==> config.mk <==
export PLATFORM = sky130hd
export DESIGN_NAME = tlb_cache
export DESIGN_NICKNAME = d
export VERILOG_FILES = /design/src/rtl/tlb_cache.sv
export SDC_FILE = /design/constraint.sdc
export NUM_CORES = 1
export LEC_CHECK = 0
export ABC_CLOCK_PERIOD_IN_PS = 8700
export CAP_MARGIN = 20
export CORE_MARGIN = 5
export CORE_UTILIZATION = 35
export DETAILED_ROUTE_END_ITERATION = 10
export DONT_BUFFER_PORTS = 1
export PLACE_DENSITY = 0.6
export SLEW_MARGIN = 5
export SYNTH_ARGS = -nofsm -noshare
export SYNTH_HDL_FRONTEND = slang
export SYNTH_SLANG_ARGS = --single-unit
==> constraint.sdc <==
create_clock -name clk -period 8.7 [get_ports clk]
set_input_delay 1.74 -clock clk [delete_from_list [all_inputs] [get_ports clk]]
set_output_delay 1.74 -clock clk [all_outputs]
set_load 0.005 [all_outputs]
==> src/rtl/tlb_cache.sv <==
// tlb_cache: fully-associative translation cache; lookup (pgnoin/memcycle -> hit/pfnout/flagsout), fill (tlbwr/writeentry), flush, inval, valid_cnt
module tlb_cache #(
  parameter int ENTRIES = 8,
  localparam int IDXW = $clog2(ENTRIES)
) (
  input  logic            clk,
  input  logic            reset_n,
  input  logic [51:0]     pgnoin,
  input  logic            memcycle,
  output logic            hit,
  output logic [51:0]     pfnout,
  output logic [11:0]     flagsout,
  input  logic            tlbwr,
  input  logic [63:0]     writeentry,
  input  logic            flush,
  input  logic            inval,
  output logic [IDXW:0]   valid_cnt
);
  logic [51:0] tag [ENTRIES];
  logic [63:0] data [ENTRIES];
  logic [ENTRIES-1:0] vld, m;
  logic [IDXW-1:0] ptr, m_idx, inv_idx, w_idx;
  logic [63:0] rd;
  logic any_m, any_inv, wr;
  always_comb begin
    m = '0;
    rd = '0;
    m_idx = '0;
    inv_idx = '0;
    for (int i = ENTRIES - 1; i >= 0; i--) begin
      m[i] = vld[i] && tag[i] == pgnoin;
      if (m[i]) begin
        m_idx = IDXW'(i);
        rd = data[i];
      end
      if (!vld[i]) inv_idx = IDXW'(i);
    end
  end
  assign any_m = |m;
  assign any_inv = ~&vld;
  assign hit = memcycle && any_m;
  assign pfnout = hit ? rd[63:12] : '0;
  assign flagsout = hit ? rd[11:0] : '0;
  assign w_idx = any_m ? m_idx : any_inv ? inv_idx : ptr;
  assign wr = tlbwr && writeentry[0] && !flush && !inval;
  always_ff @(posedge clk or negedge reset_n)
    if (!reset_n) begin
      vld <= '0;
      ptr <= '0;
      valid_cnt <= '0;
    end else if (flush) begin
      vld <= '0;
      ptr <= '0;
      valid_cnt <= '0;
    end else if (inval) begin
      if (any_m) begin
        vld[m_idx] <= 1'b0;
        valid_cnt <= valid_cnt - (IDXW+1)'(1);
      end
    end else if (wr) begin
      vld[w_idx] <= 1'b1;
      if (!any_m && !any_inv) ptr <= ptr + IDXW'(1);
      valid_cnt <= valid_cnt + (IDXW+1)'(!any_m && any_inv);
    end
  always_ff @(posedge clk)
    if (wr) begin
      tag[w_idx] <= pgnoin;
      data[w_idx] <= writeentry;
    end
endmodule

* Word-level counts from Yosys, hierarchy flattened
Memories as Yosys holds them, arrays and structs flattened. Cells that the tools add are included.
Operators by class: muxes and demuxes 46, $add $sub $neg 3, bitwise logic cells 3, reduce and logical (&&, ||, !) cells 27, equal/unequal tests 10, order comparisons 4
Operators with widths (count):
- $mux W64 | 8
- $eq A52 B52 Y1 | 8
- $mux W3 | 22
- $mux W52 | 1
- $mux W8 | 4
- $logic_and A1 B1 Y1 | 16
- $mux W4 | 4
- $mux W12 | 1
- $and A8 B8 Y8 | 1
- $lt A3 B4 Y1 const B | 2
- $not A8 Y8 | 1
- $or A8 B8 Y8 | 1
- $reduce_and A8 Y1 | 1
- $reduce_or A8 Y1 | 1
- $demux W1 S3 | 2
- $ge A3 B1 Y1 const B | 2
- $add A4 B1 Y4 | 1
- $logic_not A1 Y1 | 4
- $mux W1 | 4
- $reduce_bool A2 Y1 | 2
- $sub A4 B1 Y4 const B | 1
- $add A3 B1 Y3 const B | 1
- $ne A3 B2 Y1 const B | 1
- $reduce_and A3 Y1 | 1
- other kinds (3) | 3
Storage, ports and cells: memories 2, output and inout bits 69, memory bits (writable) 928, input port bits 122, flip-flop bits (word level) 15
Memory list:
- data | words 8, bits a word 64, rd ports 8, clocked after memory_dff 0, wr ports 1, RTL line 20 | logic [63:0] data [ENTRIES];
- tag | words 8, bits a word 52, rd ports 8, clocked after memory_dff 0, wr ports 1, RTL line 19 | logic [51:0] tag [ENTRIES];

* Longest topological paths before layout
Gate-level depths: netlist of run 1.
word-level depth 19, gate-level depth with buffers 18

* Worst setup path before layout of run 1
Ideal clock, no wire load.
path type input-to-reg, start point in pgnoin[29], end point mem data[1][0] (enable), stages 11, slack -758 ps, arrival 8865 ps, cell sequence buf_2 xor2_1 nor4_1 nand4_1 or4_4 nor4_4 nor4_2 a31oi_4 o31a_4 nand2_1 nor2_1
On the way: longest elaborated chain between the ends 11, elaborated cells between the ends (all ways) 26
Ends and longest elaborated chain:
- start: declaration | RTL line 8 | input logic [51:0] pgnoin,
- $eq A52 B52 Y1 | RTL line 31 | m[i] = vld[i] && tag[i] == pgnoin;
- $logic_and A1 B1 Y1 | RTL line 31
- $mux W3 (8 in a row) | RTL line 32 | if (m[i]) begin
- $mux W3 (*) | RTL line 44 | assign w_idx = any_m ? m_idx : any_inv ? inv_idx : ptr;
- end: declaration | RTL line 20
Every way passes the cells marked *; elsewhere a longest branch is shown, timed or not.

* Worst setup path after layout of run 1
start point in pgnoin[37], end point out pfnout[14]
On the way: longest elaborated chain between the ends 11, elaborated cells between the ends (all ways) 27
Ends and longest elaborated chain:
- $eq A52 B52 Y1 | RTL line 31
- $logic_and A1 B1 Y1 | RTL line 31
- $mux W64 (8 in a row) | RTL line 32
- $mux W52 (*) | RTL line 42 | assign pfnout = hit ? rd[63:12] : '0;
- end: declaration | RTL line 11 | output logic [51:0] pfnout,
Marks and branches as above.

==> summary.md, run 1 <==
| Metric | Value |
|---|---|
| DRC Markers | `0` |
| Vias in the first global route | `~21,000` |
| Layout Nets | `around 2,600` |
| DPL Wire Length | `a little over 60,000 microns` |
| Clk pin slew, worst setup/hold paths | `roughly 0.060 ns` |
| Leak Pwr | `about 0.013 uW` |
| Syn avg cell area | `approximately 15 sq um` |
| H-tree Lvls | `3` |
| Seq/Total Area, Yosys | `73.5%` |
| Share of post-route cells with drive strength above 1 | `roughly 8.3%` |
| Non-Filler Instances | `between 3,000 and 4,000` |
| Worst-path cell chain | `xor2_1, nor4_1, nand4_1, or4_4, nor4_4, nor2_1, and3_1, inv_2, buf_4, o21ai_1` |
| Number of distinct library cells after synthesis | `74` |
| Fin. max-slew vios | `0` |
| Cell Area, Synth | `0.0384 sq mm` |
| Clock latency at the later pin of the worst-skew pair | `approximately 0.67 ns` |
| Most common cell after layout, fill and taps aside | `edfxtp_1` |
| First DRT Iteration DRCs | `about 1,900` |
| Layout Utilization | `39.6%` |
| Cells after DPL | `between 3,000 and 4,000` |
| Clk sink count | `between 900 and 1,000` |
| Final period util | `between 80 and 90%` |
| Core area | `roughly 0.11 sq mm` |
| EDFF count, synth | `between 900 and 1,000` |
| Die Width | `about 340 microns` |
| WHS | `0.577 ns` |
| Worst VDD drop | `around 150 uV` |
| CP required | `6.96 ns` |
| Post-CTS Resized | `0` |
| CP startpoint kind | `input port` |
| Die height | `approximately 340 microns` |
| CTS Buf Count | `98` |
| I/O pin count | `191` |
| Crit path max fanout | `42` |
| Bufs on Longest Clock Path | `3` |
| Via density | `between 5 and 6` |
| Multi-input gate area | `0.00933 sq mm` |
| Worst endpoint data arrival time | `5.52 ns` |
| Fin crit period | `between 7 and 8 ns` |
| Port Buffers | `0` |
| DRT Pass-1 Iters | `5` |
| Worst Clk Skew | `~0.025 ns` |
| CP Buf/Inv Count | `2` |
| Number of post-CTS setup repair buffers | `0` |
| Die area | `roughly 0.12 sq mm` |
| Global placer's final weighted congestion | `0.843` |
| CP top delay family | `simple AND/OR/NAND/NOR gates` |
| Least-Margin Pin Slew | `just over 1 ns` |
| Setup crit end kind | `output port` |
| Final Hold Vio Count | `0` |
| Ys flop type | `edfxtp_1` |
| Status | `finished, final reports clean` |
| Cells after Synth | `2,486` |
| Post-synthesis net count | `2,613` |
| Max stage delay cell, worst path | `nor4_4` |
| PwrDens | `around 210 mW/mm^2` |
| Slew margin rel. | `about a third` |
| Antenna-violating nets left | `0` |
| # fillers | `just under 10,000` |
| Initial Util | `between 30% and 40%` |
| Final setup fails | `0` |
| CTS tree | `yes` |
| Hold crit path type | `flip-flop to flip-flop` |
| Max_cap viols | `0` |
| Cts hold-fix bufs | `0` |
| Kind of critical path | `input port to output port` |
| Yosys warns | `0` |
| Largest stage delay on the critical path | `roughly 0.65 ns` |
| Via count | `about 21,000` |
| # rows | `about 120` |
| Most frequent cells in the layout | `edfxtp_1, nand2_1, xnor2_1, xor2_1, o21ai_1` |
| Total track usage | `between 10% and 20%` |
| RSZ-0062 raised after global routing | `false` |
| Clock root buffer | `clkbuf_16` |
| Largest net degree at the start of global routing | `~130` |
| Layout Area Growth over Synthesis | `12.2%` |
| First-pass GRT wire length | `147,000 microns` |
| Wirelength per Cell | `~25 microns` |
| Yosys reg bits | `943` |
| Register area | `0.0282 sq mm` |
| Total gr overflow | `0` |
| WL final | `around 100,000 microns` |
| Asr flop ratio synth | `1.59%` |
| Peak Freq | `~0.14 GHz` |
| Initial antenna violation count | `1` |
[worst reg2reg max path, delay by kind of cell (launching register included)]
kind            cells  cell delay (ns)
buf+inv             3             1.38
simple gates        6             2.29
compound gates      2             0.61
xor+xnor            1             0.26
flops               1             0.38
[worst paths after layout]
check	slack, ns	endpoint	start	cells past startpoint
min in group asynchronous	0.77	ptr[2]$_DFFE_PN0P_	reset_n	0
hold reg to reg	0.58	ptr[2]$_DFFE_PN0P_	ptr[2]$_DFFE_PN0P_	2
max in group asynchronous	7.85	vld[7]$_DFFE_PN0P_	reset_n	0
setup / recovery	1.44	pfnout[14]	pgnoin[37]	10
hold / removal	0.58	ptr[2]$_DFFE_PN0P_	ptr[2]$_DFFE_PN0P_	2
setup reg to reg	3.33	data[5][5]$_DFFE_PP_	tag[3][50]$_DFFE_PP_	12
[sequential cells by signal (all words and copies together) (netlist names)]
register,cells
tag,416
valid_cnt,4
ptr,3
vld,8
data,512
[metal layers]
layer	vias up	GRT usage, %	wire length (microns)
met5	-	0	0
met4	0	5.53	2710
met3	149	2.88	5520
met2	607	28.1	48500
met1	11000	22.6	43300
li1	9410	-	-
[synth_stat cells (9+ instances only)]
| cell type | n | area share, % |
|---|---|---|
| edfxtp_1 | 928 | 73 |
| nand2_1 | 209 | 2.0 |
| xnor2_1 | 193 | 4.4 |
| xor2_1 | 144 | 3.3 |
| o21ai_1 | 127 | 1.7 |
| nor2b_1 | 83 | 1.4 |
| a22oi_1 | 72 | 1.4 |
| nor3_1 | 70 | 0.91 |
| mux2i_1 | 65 | 1.7 |
| a311o_1 | 64 | 1.7 |
| buf_2 | 61 | 0.79 |
| clkbuf_1 | 59 | 0.58 |
| nand4_1 | 59 | 0.96 |
| inv_1 | 55 | 0.54 |
| nor4_1 | 46 | 0.75 |
| nor2_1 | 31 | 0.30 |
| o22ai_1 | 20 | 0.33 |
| nand2b_1 | 16 | 0.26 |
| dfrtp_1 | 15 | 0.98 |
| buf_4 | 12 | 0.23 |
| o21ai_0 | 12 | 0.16 |
| inv_2 | 9 | 0.088 |
[layout make-up]
cell class,count,share of cell area (%)
flip-flops and latches,943,65.6
clock buffers,125,5.98
clock inverters,54,1.18
inverters,64,0.558
repair buffers,37,0.953
diodes,4,0.0232
well taps,1414,4.11
multi-input cells,1340,21.7
[report_power, final]
group          switching (uW)  leakage, uW  internal, uW
combinational            71.5      0.00278          74.0
clock                    1710      0.00150          2330
sequential               12.4      0.00855          5010
total                    1790       0.0128          7410
[stage by stage]
stage / TNS (ns) / power, uW / setup slack [ns] / cell area [sq um]
2_1_floorplan: -170.77 / 5270 / -0.736 / 38400
3_3_place_gp: 0 / 5260 / 1.30 / 40000
3_5_place_dp: 0 / 5260 / 1.38 / 40000
4_1_cts: 0 / 9290 / 1.40 / 43100
5_1_grt: 0 / 9500 / 1.18 / 43100
6_report: 0 / 9200 / 1.44 / 43100
[logic make-up (layout without fill, tap and decap cells)]
family	after synthesis	count (layout)	share of synthesized area, %
buffers and inverters	203	280	2.42
adders and majority gates	5	5	0.182
and+or+nand+nor	557	557	7.46
DFF	943	943	73.5
AOI/OAI and AO/OA	374	374	6.95
muxes	67	67	1.75
other	0	4	0
xor gates and xnor gates	337	337	7.69
Power figures use the tool's default switching activity.
==> inputs of run 2 (changes only) <==
- ABC_CLOCK_PERIOD_IN_PS: 8700 -> 7500
- clock period: 8.7 -> 7.5 ns (I/O delays scaled with it)
==> run 2 against run 1 <==
Net effect: die area unchanged; clock skew is 0.0046 ns higher; non-clock buffer count up 3; clock-buffer cell count down 11; critical path depth is the same; first-iteration DRC count shrank 11%; clock power rose by 12%; cell area grew 0.11%; global-route usage shrank 0.22 points; via count fell by 0.23%; flip-flop and latch count is the same; setup slack got worse by 0.77 ns.
==> summary.md, run 2 (synthesis gave the netlist of run 1 again) <==
| Metric | Value |
|---|---|
| Initial antenna violation count | `1` |
| Wirelength per Cell | `between 20 and 25 microns` |
| Worst endpoint data arrival time | `roughly 5.3 ns` |
| Final setup fails | `0` |
| Vias in the first global route | `around 21,000` |
| DPL Wire Length | `58,500 microns` |
| Final period util | `roughly nine tenths` |
| Crit-path most repeated cell | `o21ai_1` |
| # rows | `roughly 120` |
| Reg with most FFs | `data` |
| Max_cap viols | `0` |
| Worst-path cell chain | `xnor2_1, nand4_1, nor4_1, and4_4, buf_4, nor3_1, a311o_1, o21ai_1, mux2i_1, o21ai_1` |
| Largest stage delay on the critical path | `just over 0.8 ns` |
| Max stage delay cell, worst path | `and4_4` |
| RSZ-0062 raised after global routing | `false` |
| Worst Setup EP | `pfnout[40]` |
| Clock latency at the later pin of the worst-skew pair | `roughly 0.67 ns` |
| Largest net degree at the start of global routing | `approximately 130` |
| Layout Nets | `between 2,000 and 3,000` |
| Initial Util | `35.3%` |
| PwrDens | `244 mW/mm^2` |
| Peak Freq | `about 0.15 GHz` |
| Least-Margin Pin Slew | `roughly 1 ns` |
| Share of post-route cells with drive strength above 1 | `8.38%` |
| Bufs on Longest Clock Path | `3` |
| Total gr overflow | `0` |
| Most common cell after layout, fill and taps aside | `edfxtp_1` |
| Global placer's final weighted congestion | `approximately 0.85` |
| Via count | `21,100` |
| Slew margin rel. | `33.8%` |
| Pre-CTS setup slack | `~0.81 ns` |
| Top Registers | `data (512), tag (416), vld (8)` |
| Leak Pwr | `about 0.013 uW` |
| R2R depth | `10` |
| Status | `finished, final reports clean` |
| CTS tree | `yes` |
| Worst Clk Skew | `between 0.02 and 0.03 ns` |
| I/O pin count | `191` |
| Core area | `between 0.1 and 0.15 sq mm` |
| Most frequent cells in the layout | `edfxtp_1, nand2_1, xnor2_1, xor2_1, o21ai_1` |
| CP top delay family | `simple AND/OR/NAND/NOR gates` |
| CP Buf/Inv Count | `1` |
| Die Width | `approximately 340 microns` |
| Layout Area Growth over Synthesis | `12.3%` |
| Non-Filler Instances | `roughly 4,000` |
| Multi-input gate area | `approximately 0.0093 sq mm` |
| DRT Pass-1 Iters | `5` |
| Setup WS post-layout | `approximately 0.67 ns` |
| Cts hold-fix bufs | `0` |
| Via density | `around 5.3` |
| CP startpoint kind | `input port` |
| FF-to-FF setup slack | `2.47 ns` |
| Clock root buffer | `clkbuf_16` |
| FF-to-FF Start | `tag[4][40]$_DFFE_PP_` |
| Port Buffers | `0` |
| Clk pin slew, worst setup/hold paths | `approximately 0.070 ns` |
| CP startpoint | `pgnoin[40]` |
| Critical R2R Capture | `tag[1][35]$_DFFE_PP_` |
| Setup crit end kind | `output port` |
| # fillers | `9,678` |
| WL final | `99,100 microns` |
| Worst VDD drop | `193 uV` |
| Max reg flops | `512` |
| DRC Markers | `0` |
| Die area | `roughly 0.12 sq mm` |
| WP depth | `10` |
| Antenna-violating nets left | `0` |
| CTS Buf Count | `93` |
| Cells after DPL | `around 3,800` |
| Die height | `341 microns` |
| Number of post-CTS setup repair buffers | `0` |
| Fin. max-slew vios | `0` |
| Hold crit path type | `input port to asynchronous set/reset pin` |
| Post-CTS Resized | `0` |
| First-pass GRT wire length | `145,000 microns` |
| Clk sink count | `around 940` |
| Fin crit period | `about 6.8 ns` |
| Final Hold Vio Count | `0` |
| CP required | `around 6.0 ns` |
| Kind of critical path | `input port to output port` |
| First DRT Iteration DRCs | `between 1,500 and 2,000` |
| Total track usage | `about 17%` |
| Register area | `approximately 0.028 sq mm` |
| Crit path max fanout | `80` |
| H-tree Lvls | `3` |
-- run 2: cell types whose count changed in the layout (fill, tap and decap cells not counted), sizes merged --
cell	before	now
buf	37	40
inv	69	67
diode	4	1
bufinv	8	7
clkinvlp	3	5
clkbuf	125	114
-- run 2: routing by layer --
layer | global-route usage, % | share of wire, % | up-vias | wire, microns
met3 | 3.08 | 6.2 | 140 | 6170
met5 | 0 | 0 | - | 0
li1 | - | - | 9390 | -
met1 | 22.1 | 43 | 10900 | 42200
met4 | 5.49 | 2.6 | 0 | 2550
met2 | 27.8 | 49 | 701 | 48200
-- run 2: layout make-up --
class / instances / area share [%]
antenna: 1 / 0.00580
timing repair buffer: 40 / 1.36
sequential: 943 / 65.5
clock inverter: 53 / 1.17
clock buffer: 114 / 5.70
multi-input combinational: 1340 / 21.6
tap: 1414 / 4.10
inverter: 64 / 0.557
-- run 2: power breakdown --
| group | internal (uW) | switching, uW | leakage [uW] |
|---|---|---|---|
| logic | 86.5 | 77.3 | 0.00282 |
| registers | 5810 | 15.5 | 0.00855 |
| clock network | 2580 | 1960 | 0.00144 |
-- run 2: worst register-to-register path: stages (launching register included) --
cell and delay, ns:
edfxtp_1 0.39, xnor2_1 0.48, nand4_1 0.14, nor4_1 0.55
and4_4 0.83, nor2_4 0.33, o31a_1 0.34, o21ai_1 0.26
nand2_1 0.24, nor2_4 0.70, buf_12 0.38
-- run 2: worst min path at each step --
stage                       startpoint                  to  slack (ns)  depth (start not counted)
floorplan           ptr[2]$_DFFE_PN0P_  ptr[2]$_DFFE_PN0P_        0.51                          2
global placement    ptr[2]$_DFFE_PN0P_  ptr[2]$_DFFE_PN0P_        0.55                          2
detailed placement  ptr[0]$_DFFE_PN0P_  ptr[0]$_DFFE_PN0P_        0.60                          2
CTS                            reset_n  ptr[1]$_DFFE_PN0P_        0.48                          0
global route                   reset_n  ptr[1]$_DFFE_PN0P_        0.49                          0
finish                         reset_n  ptr[1]$_DFFE_PN0P_        0.53                          0
-- run 2: per-stage QoR --
stage                     hold WS (ns)  instance area (sq um)  util, %  power [uW]  setup TNS [ns]
after floorplan                  0.511                  38400        -        6110         -393.49
after global placement           0.551                  40200     36.9        6090               0
after detailed placement         0.595                  40200     36.9        6100               0
after CTS                        0.476                  43100     39.6       10600               0
after global routing             0.492                  43100     39.6       10900               0
final                            0.526                  43100     39.6       10500               0
==> inputs of run 3 (changes only) <==
- PLACE_DENSITY: 0.6 -> not set
- RECOVER_POWER: not set -> 100
==> run 3 against run 2 <==
Net effect: the flow now finishes with violations (max-capacitance violations, max-slew violations); largest cell class unchanged; non-clock buffer count unchanged; critical path type unchanged; sequential power about the same; core utilization down 0.30 points; routed wire length about the same; critical path depth unchanged; fmax down 2.0%.
==> summary.md, run 3 (synthesis gave the netlist of run 1 again) <==
| Metric | Value |
|---|---|
| Clock latency at the later pin of the worst-skew pair | `roughly 0.67 ns` |
| I/O pin count | `about 190` |
| Status | `complete, but fails checks` |
| Setup crit end kind | `output port` |
| Routed wl met2 | `around 48,000 microns` |
| Critical R2R Capture | `data[1][35]$_DFFE_PP_` |
| Initial antenna violation count | `2` |
| Global placer's final weighted congestion | `approximately 0.85` |
| Top Registers | `data (512), tag (416), vld (8)` |
| Layout Nets | `~2,600` |
| Port Buffers | `0` |
| Total gr overflow | `0` |
| Clk pin slew, worst setup/hold paths | `roughly 0.060 ns` |
| Least-Margin Pin Slew | `2.32 ns` |
| Met3 WL post-DR | `roughly 6500 microns` |
| Hold crit path type | `input port to asynchronous set/reset pin` |
| DPL Wire Length | `58,500 microns` |
| Fin crit period | `around 7 ns` |
| WL final | `between 90,000 and 100,000 microns` |
| Max_cap viols | `13` |
| FF-to-FF setup slack | `around 1.1 ns` |
| Most common cell after layout, fill and taps aside | `edfxtp_1` |
| Share of post-route cells with drive strength above 1 | `between 7 and 8%` |
| Via count | `around 21,000` |
| Final Hold Vio Count | `0` |
| First-pass GRT wire length | `about 150,000 microns` |
| Kind of critical path | `input port to output port` |
| Fin. max-slew vios | `680` |
| Max reg flops | `512` |
| Worst Setup EP | `pfnout[14]` |
| Final Cell Area | `roughly 0.043 sq mm` |
| Final setup fails | `0` |
| Worst-path cell chain | `xnor2_1, nand4_1, nor4_1, and4_4, clkbuf_4, nor3_1, a311o_1, o21ai_1, mux2i_1, o21ai_0` |
| CP top delay family | `simple AND/OR/NAND/NOR gates` |
| CP startpoint kind | `input port` |
| Die height | `approximately 340 microns` |
| RSZ-0062 raised after global routing | `false` |
| PwrDens | `246 mW/mm^2` |
| Worst Clk Skew | `between 0.03 and 0.04 ns` |
| Area after DPL | `around 0.04 sq mm` |
| Peak Freq | `between 0.1 and 0.15 GHz` |
| Largest net degree at the start of global routing | `between 100 and 150` |
| Slew margin rel. | `-55.5%` |
| First DRT Iteration DRCs | `1,729` |
| H-tree Lvls | `3` |
| Top sig layer | `met4` |
| Clock root buffer | `clkbuf_16` |
| Crit path max fanout | `80` |
| CTS tree | `yes` |
| Max stage delay cell, worst path | `clkbuf_4` |
| WP depth | `10` |
| Setup WS post-layout | `0.529 ns` |
| Total power | `10,500 uW` |
| Cts hold-fix bufs | `0` |
| CP startpoint | `pgnoin[40]` |
| Worst VDD drop | `around 190 uV` |
| Layout Area Growth over Synthesis | `11.5%` |
| Failing checks | `max-capacitance violations, max-slew violations` |
| Antenna-violating nets left | `0` |
| Most frequent cells in the layout | `edfxtp_1, nand2_1, xnor2_1, xor2_1, clkbuf_16` |
| Initial Util | `about a third` |
| CP Buf/Inv Count | `1` |
| Bufs on Longest Clock Path | `3` |
| Die area | `~0.12 sq mm` |
| Leak Pwr | `approximately 0.013 uW` |
| Post-CTS Resized | `0` |
| Worst endpoint data arrival time | `5.47 ns` |
| Wirelength per Cell | `~25 microns` |
| Routed metal-1 wirelength | `41,800 microns` |
| Clk sink count | `943` |
| Via density | `approximately 5.4` |
| Vias in the first global route | `21,500` |
| R2R depth | `10` |
| DRT Pass-1 Iters | `5` |
| Die Width | `341 microns` |
| DRC Markers | `0` |
| Reg with most FFs | `data` |
| Core area | `0.109 sq mm` |
| Number of post-CTS setup repair buffers | `0` |
| WHS | `between 0.5 and 0.6 ns` |
| Total track usage | `between 15 and 20%` |
| Final period util | `between 90% and 100%` |
| # rows | `121` |
| CP required | `6.00 ns` |
| CTS Buf Count | `93` |
| FF-to-FF Start | `tag[4][40]$_DFFE_PP_` |
| Largest stage delay on the critical path | `0.89 ns` |
| Pre-CTS setup slack | `~0.81 ns` |
run 3: per-layer routing:
metal  track usage [%]  vias to the layer above
li1                  -                     9396
met3              3.08                      159
met2              27.8                      748
met5                 0                        -
met4              5.49                        0
met1              22.1                    11000
run 3: cell type report:
class / instances / area, sq um
timing repair buffer: 40 / 338
tap: 1414 / 1770
sequential: 943 / 28200
clock inverter: 53 / 504
multi-input combinational: 1340 / 9240
fill: 9727 / 66000
clock buffer: 114 / 2460
inverter: 64 / 240
antenna: 5 / 12.5
run 3: worst min-delay path by stage:
stage / start / end / slack (ns) / cells after the start
6_report: reset_n / ptr[1]$_DFFE_PN0P_ / 0.53 / 0
3_3_place_gp: ptr[2]$_DFFE_PN0P_ / ptr[2]$_DFFE_PN0P_ / 0.55 / 2
2_1_floorplan: ptr[2]$_DFFE_PN0P_ / ptr[2]$_DFFE_PN0P_ / 0.51 / 2
3_5_place_dp: ptr[0]$_DFFE_PN0P_ / ptr[0]$_DFFE_PN0P_ / 0.60 / 2
5_1_grt: reset_n / ptr[1]$_DFFE_PN0P_ / 0.49 / 0
4_1_cts: reset_n / ptr[1]$_DFFE_PN0P_ / 0.48 / 0
run 3: power by group:
part | total [uW] | switching (uW) | leakage [uW] | internal, uW
Clock | 4550 | 1970 | 0.00144 | 2580
Combinational | 160 | 75.7 | 0.00278 | 84.7
Sequential | 5820 | 15.6 | 0.00855 | 5810
run 3: per-stage QoR:
step	TNS (ns)	std cells	util (%)
2_1_floorplan	-393.49	2486	-
5_1_grt	0	3972	39.3
6_report	0	3973	39.3
3_3_place_gp	0	3801	36.9
3_5_place_dp	0	3801	36.9
4_1_cts	0	3968	39.6
